`src/rtl/stage_if_if.sv`:
```
// Byte-wide instruction memory port shared with the fetch arbiter.
// master = fetch stage (requester), slave = arbiter/memory side.
interface stage_if_if;
  logic        mem_req;
  logic [31:0] mem_addr;
  logic        mem_gnt;
  logic [7:0]  mem_din;

  modport master (output mem_req, output mem_addr, input mem_gnt, input mem_din);
  modport slave  (input mem_req, input mem_addr, output mem_gnt, output mem_din);
endinterface

```
`src/rtl/stage_if.sv`:
```
// Instruction-fetch stage: four byte reads per instruction, assembled little-endian.
// Optional direct-mapped I-cache enabled by defining ICACHE_EN.
module stage_if #(
  parameter logic [31:0] START_PC     = 32'h0,
  parameter int          ICACHE_IDX_W = 6
) (
  input  logic               clk,
  input  logic               reset,
  input  logic               stall_in,
  input  logic               br_valid,
  input  logic [31:0]        br_target,
  stage_if_if.master         mem,
  output logic               if_valid,
  output logic [31:0]        if_pc,
  output logic [31:0]        if_inst
);

  typedef enum logic {FETCH = 1'b0, HOLD = 1'b1} state_t;

  state_t      r_state;
  state_t      w_state_nxt;
  logic [31:0] r_pc;
  logic [2:0]  r_issue_cnt;
  logic [1:0]  r_recv_cnt;
  logic        r_pending;
  logic [23:0] r_buf;

  logic        w_issue;
  logic        w_done;
  logic        w_consume;
  logic        w_hit;
  logic [31:0] w_hit_inst;

  assign w_done    = (r_state == FETCH) && r_pending && (r_recv_cnt == 2'd3);
  assign w_consume = (r_state == HOLD) && if_valid && !stall_in;
  assign w_issue   = mem.mem_req && mem.mem_gnt;

  // Gating with reset keeps the request low even before the async clear settles.
  assign mem.mem_req  = reset && (r_state == FETCH) && (r_issue_cnt < 3'd4) && !w_hit;
  assign mem.mem_addr = mem.mem_req ? (r_pc + {29'd0, r_issue_cnt}) : 32'd0;

`ifdef ICACHE_EN
  localparam int ENTRIES = 1 << ICACHE_IDX_W;
  localparam int TAG_W   = 32 - ICACHE_IDX_W - 2;

  logic [31:0]             r_c_data [ENTRIES];
  logic [TAG_W-1:0]        r_c_tag  [ENTRIES];
  logic [ENTRIES-1:0]      r_c_vld;
  logic [ICACHE_IDX_W-1:0] w_idx;
  logic [TAG_W-1:0]        w_tag;

  assign w_idx = r_pc[ICACHE_IDX_W+1:2];
  assign w_tag = r_pc[31:ICACHE_IDX_W+2];

  // Lookup only in the first cycle of a fetch, before any byte has been requested.
  assign w_hit = (r_state == FETCH) && (r_issue_cnt == 3'd0) && (r_recv_cnt == 2'd0) &&
                 !r_pending && r_c_vld[w_idx] && (r_c_tag[w_idx] == w_tag);
  assign w_hit_inst = r_c_data[w_idx];

  always_ff @(posedge clk or negedge reset) begin
    if (!reset)
      r_c_vld <= '0;
    else if (!br_valid && w_done)
      r_c_vld[w_idx] <= 1'b1;
  end

  always_ff @(posedge clk) begin
    if (!br_valid && w_done) begin
      r_c_data[w_idx] <= {mem.mem_din, r_buf};
      r_c_tag[w_idx]  <= w_tag;
    end
  end
`else
  assign w_hit      = 1'b0;
  assign w_hit_inst = 32'd0;
`endif

  always_ff @(posedge clk or negedge reset) begin
    if (!reset)
      r_state <= FETCH;
    else
      r_state <= w_state_nxt;
  end

  always_comb begin
    w_state_nxt = r_state;
    if (br_valid)
      w_state_nxt = FETCH;
    else begin
      case (r_state)
        FETCH:   if (w_done || w_hit) w_state_nxt = HOLD;
        HOLD:    if (w_consume)       w_state_nxt = FETCH;
        default: w_state_nxt = FETCH;
      endcase
    end
  end

  // Control and presented outputs; redirect overrides every other update.
  always_ff @(posedge clk or negedge reset) begin
    if (!reset) begin
      r_pc        <= START_PC;
      r_issue_cnt <= 3'd0;
      r_recv_cnt  <= 2'd0;
      r_pending   <= 1'b0;
      if_valid    <= 1'b0;
      if_pc       <= 32'd0;
      if_inst     <= 32'd0;
    end else if (br_valid) begin
      r_pc        <= br_target & ~32'd3;
      r_issue_cnt <= 3'd0;
      r_recv_cnt  <= 2'd0;
      r_pending   <= 1'b0;
      if_valid    <= 1'b0;
    end else begin
      r_pending <= w_issue;
      if (w_issue)
        r_issue_cnt <= r_issue_cnt + 3'd1;
      if (r_pending)
        r_recv_cnt <= r_recv_cnt + 2'd1;
      if (w_done) begin
        if_valid <= 1'b1;
        if_pc    <= r_pc;
        if_inst  <= {mem.mem_din, r_buf};
      end else if (w_hit) begin
        if_valid <= 1'b1;
        if_pc    <= r_pc;
        if_inst  <= w_hit_inst;
      end
      if (w_consume) begin
        r_pc        <= r_pc + 32'd4;
        if_valid    <= 1'b0;
        r_issue_cnt <= 3'd0;
        r_recv_cnt  <= 2'd0;
        r_pending   <= 1'b0;
      end
    end
  end

  // Bytes 0..2 are staged here; byte 3 goes straight into if_inst.
  always_ff @(posedge clk) begin
    if (r_pending) begin
      case (r_recv_cnt)
        2'd0:    r_buf[7:0]   <= mem.mem_din;
        2'd1:    r_buf[15:8]  <= mem.mem_din;
        2'd2:    r_buf[23:16] <= mem.mem_din;
        default: ;
      endcase
    end
  end

endmodule

```
`src/flat_wrapper.sv`:
```
// flat-port wrapper written by rule: the top's interface ports become plain ports
module stage_if_flat 
#(
  parameter logic [31:0] START_PC     = 32'h0,
  parameter int          ICACHE_IDX_W = 6
)
  (clk, reset, stall_in, br_valid, br_target, if_valid, if_pc, if_inst, mem_mem_req, mem_mem_addr, mem_mem_gnt, mem_mem_din);
  stage_if_if mem_i ();
  input  logic clk;
  input  logic reset;
  input  logic stall_in;
  input  logic br_valid;
  input  logic [31:0] br_target;
  output logic if_valid;
  output logic [31:0] if_pc;
  output logic [31:0] if_inst;
  output wire logic [$bits(mem_i.mem_req)-1:0] mem_mem_req;
  output wire logic [$bits(mem_i.mem_addr)-1:0] mem_mem_addr;
  input wire logic [$bits(mem_i.mem_gnt)-1:0] mem_mem_gnt;
  input wire logic [$bits(mem_i.mem_din)-1:0] mem_mem_din;
  assign mem_mem_req = mem_i.mem_req;
  assign mem_mem_addr = mem_i.mem_addr;
  assign mem_i.mem_gnt = mem_mem_gnt;
  assign mem_i.mem_din = mem_mem_din;
  stage_if #(.START_PC(START_PC), .ICACHE_IDX_W(ICACHE_IDX_W)) u_core (.clk(clk), .reset(reset), .stall_in(stall_in), .br_valid(br_valid), .br_target(br_target), .mem(mem_i), .if_valid(if_valid), .if_pc(if_pc), .if_inst(if_inst));
endmodule
```
`config.mk`:
```
export PLATFORM = sky130hd
export DESIGN_NAME = stage_if_flat
export DESIGN_NICKNAME = d
export VERILOG_FILES = /design/src/rtl/stage_if_if.sv /design/src/rtl/stage_if.sv /design/src/flat_wrapper.sv
export SDC_FILE = /design/constraint.sdc
export NUM_CORES = 1
export LEC_CHECK = 0
export BUFFER_PORTS_ARGS = -buffer_cell sky130_fd_sc_hd__buf_2
export CAP_MARGIN = 40
export CORE_MARGIN = 2
export CORE_UTILIZATION = 35
export DETAILED_ROUTE_END_ITERATION = 8
export MAX_ROUTING_LAYER = met4
export PLACE_DENSITY = 0.58
export SYNTH_ARGS = -nofsm -noshare
export SYNTH_HDL_FRONTEND = slang
export SYNTH_SLANG_ARGS = --single-unit
```
`constraint.sdc`:
```
create_clock -name clk -period 3.1 [get_ports clk]
set_input_delay 0.31 -clock clk [delete_from_list [all_inputs] [get_ports clk]]
set_output_delay 0.31 -clock clk [all_outputs]
set_load 0.005 [all_outputs]
```
==> reports/qor.json, run 1 <==
{
  "leakagePower_uw": 0.00340,
  "dr_total_vias": 4740,
  "synth-edff-count": 24,
  "critPathArrivalTime_ns": 2.72,
  "cp_num_buf_inv": 1,
  "netlist_area_before_placement_sq_um": 5960,
  "critPathTopFamily": "simple AND/OR/NAND/NOR gates",
  "number_of_global_route_vias_before_repair": 4688,
  "post_synth_num_cell_types": 48,
  "ys_top_cells_by_area": "sky130_fd_sc_hd__dfrtp_1 42%, sky130_fd_sc_hd__edfxtp_1 12%, sky130_fd_sc_hd__mux2_2 12%",
  "power_switching_share_pct": 24.6,
  "clkLatencyLatePin_ns": 0.42,
  "end_kind": "primary output",
  "power-per-cell-area_nw_per_um2": 539,
  "dominantRegCellSynth": "sky130_fd_sc_hd__dfrtp_1",
  "wire_length_of_the_first_global_routing_pass_microns": 25300,
  "height_of_the_die_microns": 135,
  "filler_cell_count": 1611,
  "dp.final_hpwl_microns": 11000,
  "clk_path_buf_depth": 2,
  "routed_via_density": 5.30,
  "clock-skew-final_ns": 0.0104,
  "floorplan.core_area_sq_um": 16600,
  "synthesis.yosys.warnings": 0,
  "timing.critical_path.from_type": "flop",
  "io_buffers": 138,
  "syn_avg_cell_area_sq_um": 11.2,
  "drt_drc_violations_left": 0,
  "numCtsBuffers": 17,
  "grt_start_max_net_pins": 53,
  "pwr-share-seq_pct": 45.4,
  "wl_microns": 15800,
  "ys_async_sr_fraction_pct": 80.6,
  "gp_congestion": 0.867,
  "setup-violations-final": 0,
  "antenna_found_initial": 0,
  "ctsRootBufferMaster": "sky130_fd_sc_hd__clkbuf_16",
  "worstPathRequired_ns": 2.79,
  "placed_cell_area_sq_um": 6820,
  "min_period_over_period_pct": 97.6,
  "critPathMaxStageDelay_ns": 0.59,
  "finalCriticalPeriod_ns": 3.03,
  "max_slew_violation_total_from_the_final_report": 0,
  "netlist.top_cell.by_area": "sky130_fd_sc_hd__dfrtp_1",
  "track_usage_pct": 18.7,
  "tritoncts": "built",
  "worst_slew_pin_slew_ns": 0.708,
  "synth_seq_area_share_pct": 54.0,
  "fin_tns_setup_ns": 0,
  "post_route_cells_drive_above_1_share_pct": 37.8,
  "timing.critical_path.slowest_stage_cell": "sky130_fd_sc_hd__or4_4",
  "fin_area_sq_um": 7400,
  "final_net_count": 713,
  "synth_top_area_share_pct": 42.0,
  "critical_path.cell_chain": "ha_1 -> nand2_4 -> or4_4 -> or4_1 -> a21oi_1 -> buf_2",
  "timing.hold.worst.class": "in -> async",
  "whs_ns": 0.00572,
  "critical_path_peak_fanout": 10,
  "io_pins": 143,
  "comb_power_share_pct": 7.2,
  "n_antenna_cell": 0,
  "drt_first_iter_violations": 230,
  "cts_hold_buf": 0,
  "clock_sinks": 124,
  "power.internal_uw": 3010,
  "vdd_ir_drop_max_mv": 0.366,
  "post-layout-total-power_uw": 3990,
  "status": "complete, no violations",
  "worst_slew_margin_rel_pct": 52.4,
  "synth-seq-cells": 124,
  "die-area_sq_um": 18100,
  "r2r_setup_slack_ns": 0.75,
  "overflow": 0,
  "worst_setup_hold_path_clk_slew_ns": 0.06,
  "wl_per_cell_microns": 17.7,
  "post_cts.repair.setup_buffers": 0,
  "die-width_microns": 135,
  "ant_nets": 0,
  "most_frequent_standard_cell_in_the_layout_excluding_fill_and_tap_cells": "sky130_fd_sc_hd__buf_2",
  "post_cts_resized": 1,
  "std_cell_rows": 47,
  "most-common-layout-cells": "137 x sky130_fd_sc_hd__buf_2, 99 x sky130_fd_sc_hd__dfrtp_1, 62 x sky130_fd_sc_hd__mux2_2, 43 x sky130_fd_sc_hd__nand2_1, 38 x sky130_fd_sc_hd__nor2_1",
  "maxCapViolations": 0,
  "critPathKind": "reg -> out",
  "p_clk_share_pct": 47.4,
  "synthCells": 533,
  "max_clock_freq_mhz": 330,
  "final-hold-violation-count": 0,
  "ctsHtreeMaxLevel": 4,
  "firstDrtPassIters": 5,
  "p_sw_uw": 980,
  "flow.area_growth_from_synthesis_pct": 24.1,
  "floorplan.initialDensity_pct": 35.8
}
## layout make-up
class | count | area (sq um) | area share, %
clock buffer | 23 | 478 | 6.46
timing repair buffer | 149 | 776 | 10.5
multi-input combinational | 362 | 2530 | 34.2
clock inverter | 9 | 88.8 | 1.20
tap | 220 | 275 | 3.72
inverter | 7 | 26.3 | 0.355
sequential | 124 | 3220 | 43.6
## logic make-up after synthesis
family                     after synthesis  synth area share [%]
AOI/OAI and AO/OA                       83                  8.60
xor gates and xnor gates                23                  3.38
adders and majority gates                7                  1.47
buffers and inverters                   48                  3.80
DFF                                    124                  54.0
muxes                                   64                  12.0
other                                    1                0.0629
and+or+nand+nor                        183                  16.6
## through the flow
step / utilization, % / worst slack (ns) / std cells
global placement: 41.0 / 0.458 / 862
CTS: 44.4 / 0.0288 / 894
floorplan: - / 0.703 / 534
detailed placement: 41.0 / 0.431 / 862
finish: 44.5 / 0.0731 / 894
global route: 44.5 / -0.0176 / 894
## power groups by stage
stage | clock [uW] | sequential [uW] | combinational (uW)
2_1_floorplan | 0 | 1780 | 191
3_3_place_gp | 0 | 1830 | 285
3_5_place_dp | 0 | 1840 | 291
4_1_cts | 1930 | 1810 | 293
5_1_grt | 2020 | 1820 | 325
6_report | 1890 | 1810 | 288
## routing by layer
metal	track usage, %	part of all wire (%)
met1	23.8	44
met5	-	0
met3	4.65	5.8
met2	29.3	49
met4	6.55	1.5
## worst paths after layout
check                            startpoint  cells after the start                  to
setup reg to reg             u_core.r_pc[8]                      4     u_core.r_pc[25]
min in group clk               br_target[6]                      3      u_core.r_pc[6]
setup / recovery             u_core.r_pc[2]                      6    mem_mem_addr[25]
hold reg to reg            u_core.r_buf[17]                      1  u_core.if_inst[17]
hold / removal                        reset                      2    u_core.if_pc[11]
max in group asynchronous             reset                      3      u_core.r_pc[2]
## state kept, by name (all words and copies together) (netlist names)
signal              cells
u_core.r_pc            30
u_core.r_state          1
u_core.if_pc           30
u_core.r_issue_cnt      3
u_core.if_inst         32
u_core.if_valid         1
u_core.r_pending        1
u_core.r_recv_cnt       2
u_core.r_buf           24
## cell usage after synthesis (11+ instances only)
cell                       count
sky130_fd_sc_hd__a21oi_1      20
sky130_fd_sc_hd__a31oi_1      11
sky130_fd_sc_hd__buf_2        18
sky130_fd_sc_hd__clkbuf_1     16
sky130_fd_sc_hd__dfrtp_1     100
sky130_fd_sc_hd__edfxtp_1     24
sky130_fd_sc_hd__mux2_2       62
sky130_fd_sc_hd__nand2_1      43
sky130_fd_sc_hd__nand3_1      15
sky130_fd_sc_hd__nand4_1      12
sky130_fd_sc_hd__nor2_1       38
sky130_fd_sc_hd__o21ai_0      24
sky130_fd_sc_hd__o31ai_1      15
sky130_fd_sc_hd__or4_1        21
sky130_fd_sc_hd__xnor2_1      17
No activity file was read; power rests on OpenSTA's default activity.
==> inputs of run 2 (changes only) <==
Settings changed: BUFFER_PORTS_ARGS -buffer_cell sky130_fd_sc_hd__buf_2 to not set, DONT_BUFFER_PORTS set to 1, PLACE_DENSITY 0.58 to 0.51.
==> run 2 against run 1 <==
- clock skew increased by 0.0040 ns
- sequential share of layout area increased by 3.3 points
- core utilization decreased by 3.1 points
- sequential power about the same
- clock power decreased by 4%
- clock-buffer cell count decreased by 5
- non-clock buffer count decreased by 119
- cell count decreased by 13%
- critical endpoint is now mem_mem_addr[28]
- largest cell class unchanged
==> reports/qor.json, run 2 (same netlist as run 1, synthesis figures left out) <==
{
  "drt_first_iter_violations": {"value": 287, "change": "was 230"},
  "status": {"value": "complete, no violations", "change": "unchanged"},
  "max_slew_violation_total_from_the_final_report": {"value": 0, "change": "unchanged"},
  "final-hold-violation-count": {"value": 0, "change": "unchanged"},
  "wl": {"value": 15600, "unit": "microns", "change": "was 15800 microns"},
  "tritoncts": {"value": "built", "change": "unchanged"},
  "number_of_global_route_vias_before_repair": {"value": 4133, "change": "was 4688"},
  "io_buffers": {"value": 0, "change": "was 138"},
  "height_of_the_die": {"value": 135, "unit": "microns", "change": "unchanged"},
  "whs": {"value": 0.0180, "unit": "ns", "change": "was 0.00572 ns"},
  "grt_start_max_net_pins": {"value": 101, "change": "was 53"},
  "ant_nets": {"value": 0, "change": "unchanged"},
  "finalCriticalPeriod": {"value": 2.94, "unit": "ns", "change": "was 3.03 ns"},
  "clock_sinks": {"value": 124, "change": "unchanged"},
  "critPathKind": {"value": "reg -> out", "change": "unchanged"},
  "dr_total_vias": {"value": 4231, "change": "was 4740"},
  "comb_power_share": {"value": 6.2, "unit": "%", "change": "was 7.2%"},
  "clk_path_buf_depth": {"value": 2, "change": "unchanged"},
  "critPathArrivalTime": {"value": 2.63, "unit": "ns", "change": "was 2.72 ns"},
  "layout_top_registers": {"value": "u_core.if_inst (32), u_core.if_pc (30), u_core.r_pc (30)", "change": "unchanged"},
  "numCtsBuffers": {"value": 17, "change": "unchanged"},
  "fin_tns_setup": {"value": 0, "unit": "ns", "change": "unchanged"},
  "maxCapViolations": {"value": 0, "change": "unchanged"},
  "power-per-cell-area": {"value": 561, "unit": "nW/um^2", "change": "was 539 nW/um^2"},
  "floorplan.core_area": {"value": 16600, "unit": "sq um", "change": "unchanged"},
  "timing.critical_path.slowest_stage_cell": {"value": "sky130_fd_sc_hd__or4_1", "change": "was sky130_fd_sc_hd__or4_4"},
  "number_of_flip_flops_in_the_largest_register": {"value": 32, "change": "unchanged"},
  "post_route_cells_drive_above_1_share": {"value": 21.4, "unit": "%", "change": "was 37.8%"},
  "wl_per_cell": {"value": 20.1, "unit": "microns", "change": "was 17.7 microns"},
  "overflow": {"value": 0, "change": "unchanged"},
  "final_net_count": {"value": 594, "change": "was 713"},
  "p_sw": {"value": 1020, "unit": "uW", "change": "was 980 uW"},
  "worstPathRequired": {"value": 2.79, "unit": "ns", "change": "about the same"},
  "timing.hold.worst.class": {"value": "in -> reg", "change": "was in -> async"},
  "io_pins": {"value": 143, "change": "unchanged"},
  "std_cell_rows": {"value": 47, "change": "unchanged"},
  "critPathMaxStageDelay": {"value": 0.53, "unit": "ns", "change": "was 0.59 ns"},
  "worst_setup_hold_path_clk_slew": {"value": 0.06, "unit": "ns", "change": "about the same"},
  "dp.final_hpwl": {"value": 10600, "unit": "microns", "change": "was 11000 microns"},
  "max_clock_freq": {"value": 341, "unit": "MHz", "change": "was 330 MHz"},
  "unrepaired_setup_endpoints_after_global_routing": "false",
  "setup-violations-final": {"value": 0, "change": "unchanged"},
  "wire_length_of_the_first_global_routing_pass": {"value": 24300, "unit": "microns", "change": "was 25300 microns"},
  "most_frequent_standard_cell_in_the_layout_excluding_fill_and_tap_cells": {"value": "sky130_fd_sc_hd__dfrtp_1", "change": "was sky130_fd_sc_hd__buf_2"},
  "die-width": {"value": 135, "unit": "microns", "change": "unchanged"},
  "min_path_cells": 2,
  "p_clk_share": {"value": 47.1, "unit": "%", "change": "was 47.4%"},
  "worst_slew_pin_slew": {"value": 0.810, "unit": "ns", "change": "was 0.708 ns"},
  "min_period_over_period": {"value": 94.7, "unit": "%", "change": "was 97.6%"},
  "end_kind": {"value": "primary output", "change": "unchanged"},
  "floorplan.initialDensity": {"value": 35.8, "unit": "%", "change": "unchanged"},
  "gp_congestion": {"value": 0.808, "change": "was 0.867"},
  "power_switching_share": {"value": 26.3, "unit": "%", "change": "was 24.6%"},
  "clock-skew-final": {"value": 0.0143, "unit": "ns", "change": "was 0.0104 ns"},
  "flow.area_growth_from_synthesis": {"value": 15.4, "unit": "%", "change": "was 24.1%"},
  "worst_slew_margin_rel": {"value": 45.5, "unit": "%", "change": "was 52.4%"},
  "most-common-layout-cells": {"value": "100 x sky130_fd_sc_hd__dfrtp_1, 62 x sky130_fd_sc_hd__mux2_2, 43 x sky130_fd_sc_hd__nand2_1, 38 x sky130_fd_sc_hd__nor2_1", "change": "was 137 x sky130_fd_sc_hd__buf_2, 99 x sky130_fd_sc_hd__dfrtp_1, 62 x sky130_fd_sc_hd__mux2_2, 43 x sky130_fd_sc_hd__nand2_1, 38 x sky130_fd_sc_hd__nor2_1"},
  "ctsHtreeMaxLevel": {"value": 4, "change": "unchanged"},
  "leakagePower": {"value": 0.00280, "unit": "uW", "change": "was 0.00340 uW"},
  "die-area": {"value": 18100, "unit": "sq um", "change": "unchanged"},
  "ctsRootBufferMaster": {"value": "sky130_fd_sc_hd__clkbuf_16", "change": "unchanged"},
  "drt_drc_violations_left": {"value": 0, "change": "unchanged"},
  "r2r.worst_path.cells": {"value": 4, "change": "unchanged"},
  "antenna_found_initial": {"value": 1, "change": "was 0"},
  "track_usage": {"value": 18.3, "unit": "%", "change": "was 18.7%"},
  "power.internal": {"value": 2850, "unit": "uW", "change": "was 3010 uW"},
  "clkLatencyLatePin": {"value": 0.42, "unit": "ns", "change": "about the same"},
  "firstDrtPassIters": {"value": 5, "change": "unchanged"},
  "largest-register": {"value": "u_core.if_inst", "change": "unchanged"},
  "utilization_after_layout": {"value": 41.4, "unit": "%", "change": "was 44.5%"},
  "post_cts.repair.setup_buffers": {"value": 0, "change": "unchanged"},
  "critical_path.cell_chain": {"value": "ha_1 -> nand2_2 -> buf_4 -> or2_2 -> or4_1 -> a21oi_1", "change": "was ha_1 -> nand2_4 -> or4_4 -> or4_1 -> a21oi_1 -> buf_2"},
  "timing.critical_path.from_type": {"value": "flop", "change": "unchanged"},
  "routed_via_density": {"value": 5.45, "change": "was 5.30"},
  "vdd_ir_drop_max": {"value": 0.373, "unit": "mV", "change": "was 0.366 mV"},
  "critical_path_peak_fanout": {"value": 13, "change": "was 10"},
  "pwr-share-seq": {"value": 46.8, "unit": "%", "change": "was 45.4%"}
}
==> run 2: cell count changes in the layout (fill, tap and decap cells not counted), sizes merged <==
cell,previous run,this run
clkbuf,23,18
bufinv,1,0
dlygate4sd3,0,17
diode,0,2
inv,7,12
buf,149,13
clkinv,5,6
==> run 2: critical path, delay by kind of cell (launching register included) <==
kind | cells | cell delay [ns]
simple gates | 3 | 1.02
compound gates | 1 | 0.29
flops | 1 | 0.45
fa+ha+maj | 1 | 0.26
buf+inv | 1 | 0.18
==> run 2: path summary, 6_finish.rpt <==
check | from | end | slack, ns
setup reg to reg | u_core.r_pc[8] | u_core.r_pc[29] | 0.72
min in group asynchronous | reset | u_core.if_pc[20] | 0.48
setup / recovery | u_core.r_pc[2] | mem_mem_addr[28] | 0.16
hold reg to reg | u_core.r_buf[4] | u_core.if_inst[4] | 0.47
hold / removal | br_target[9] | u_core.r_pc[9] | 0.02
max in group asynchronous | reset | u_core.r_state | 2.22
==> run 2: timing repair <==
item	CTS	global route
hold buffers	18	0
hold endpoints to repair	139	0
resized for setup	0	1
setup endpoints to repair	0	2
==> run 2: through the flow <==
step	power, uW	area (sq um)	setup slack [ns]	std cells
CTS	3910	6870	0.0167	775
global route	4040	6880	0.0363	775
floorplan	1970	5970	0.703	534
global placement	2020	6140	0.537	725
detailed placement	2020	6140	0.484	725
finish	3860	6880	0.165	777
==> run 2: layout make-up <==
type / instances / area (sq um)
Antenna cell: 2 / 5.00
Clock buffer: 18 / 429
Clock inverter: 14 / 110
Fill cell: 1600 / 9760
Inverter: 7 / 26.3
Multi-Input combinational cell: 362 / 2530
Sequential cell: 124 / 3220
Tap cell: 220 / 275
Timing Repair Buffer: 30 / 288
==> run 2: layer usage <==
metal  vias up  track usage, %  share of wire (%)
li1       1961               -                  -
met1      2126            23.9                 44
met2       132            27.8                 48
met3        12            5.22                7.2
met4         0            5.85                1.1
met5         -               -                  0
==> run 2: power groups by stage <==
stage	sequential, uW	combinational, uW	clock, uW
detailed placement	1840	185	0
global route	1820	270	1950
finish	1810	238	1820
CTS	1800	243	1870
floorplan	1780	191	0
global placement	1830	182	0
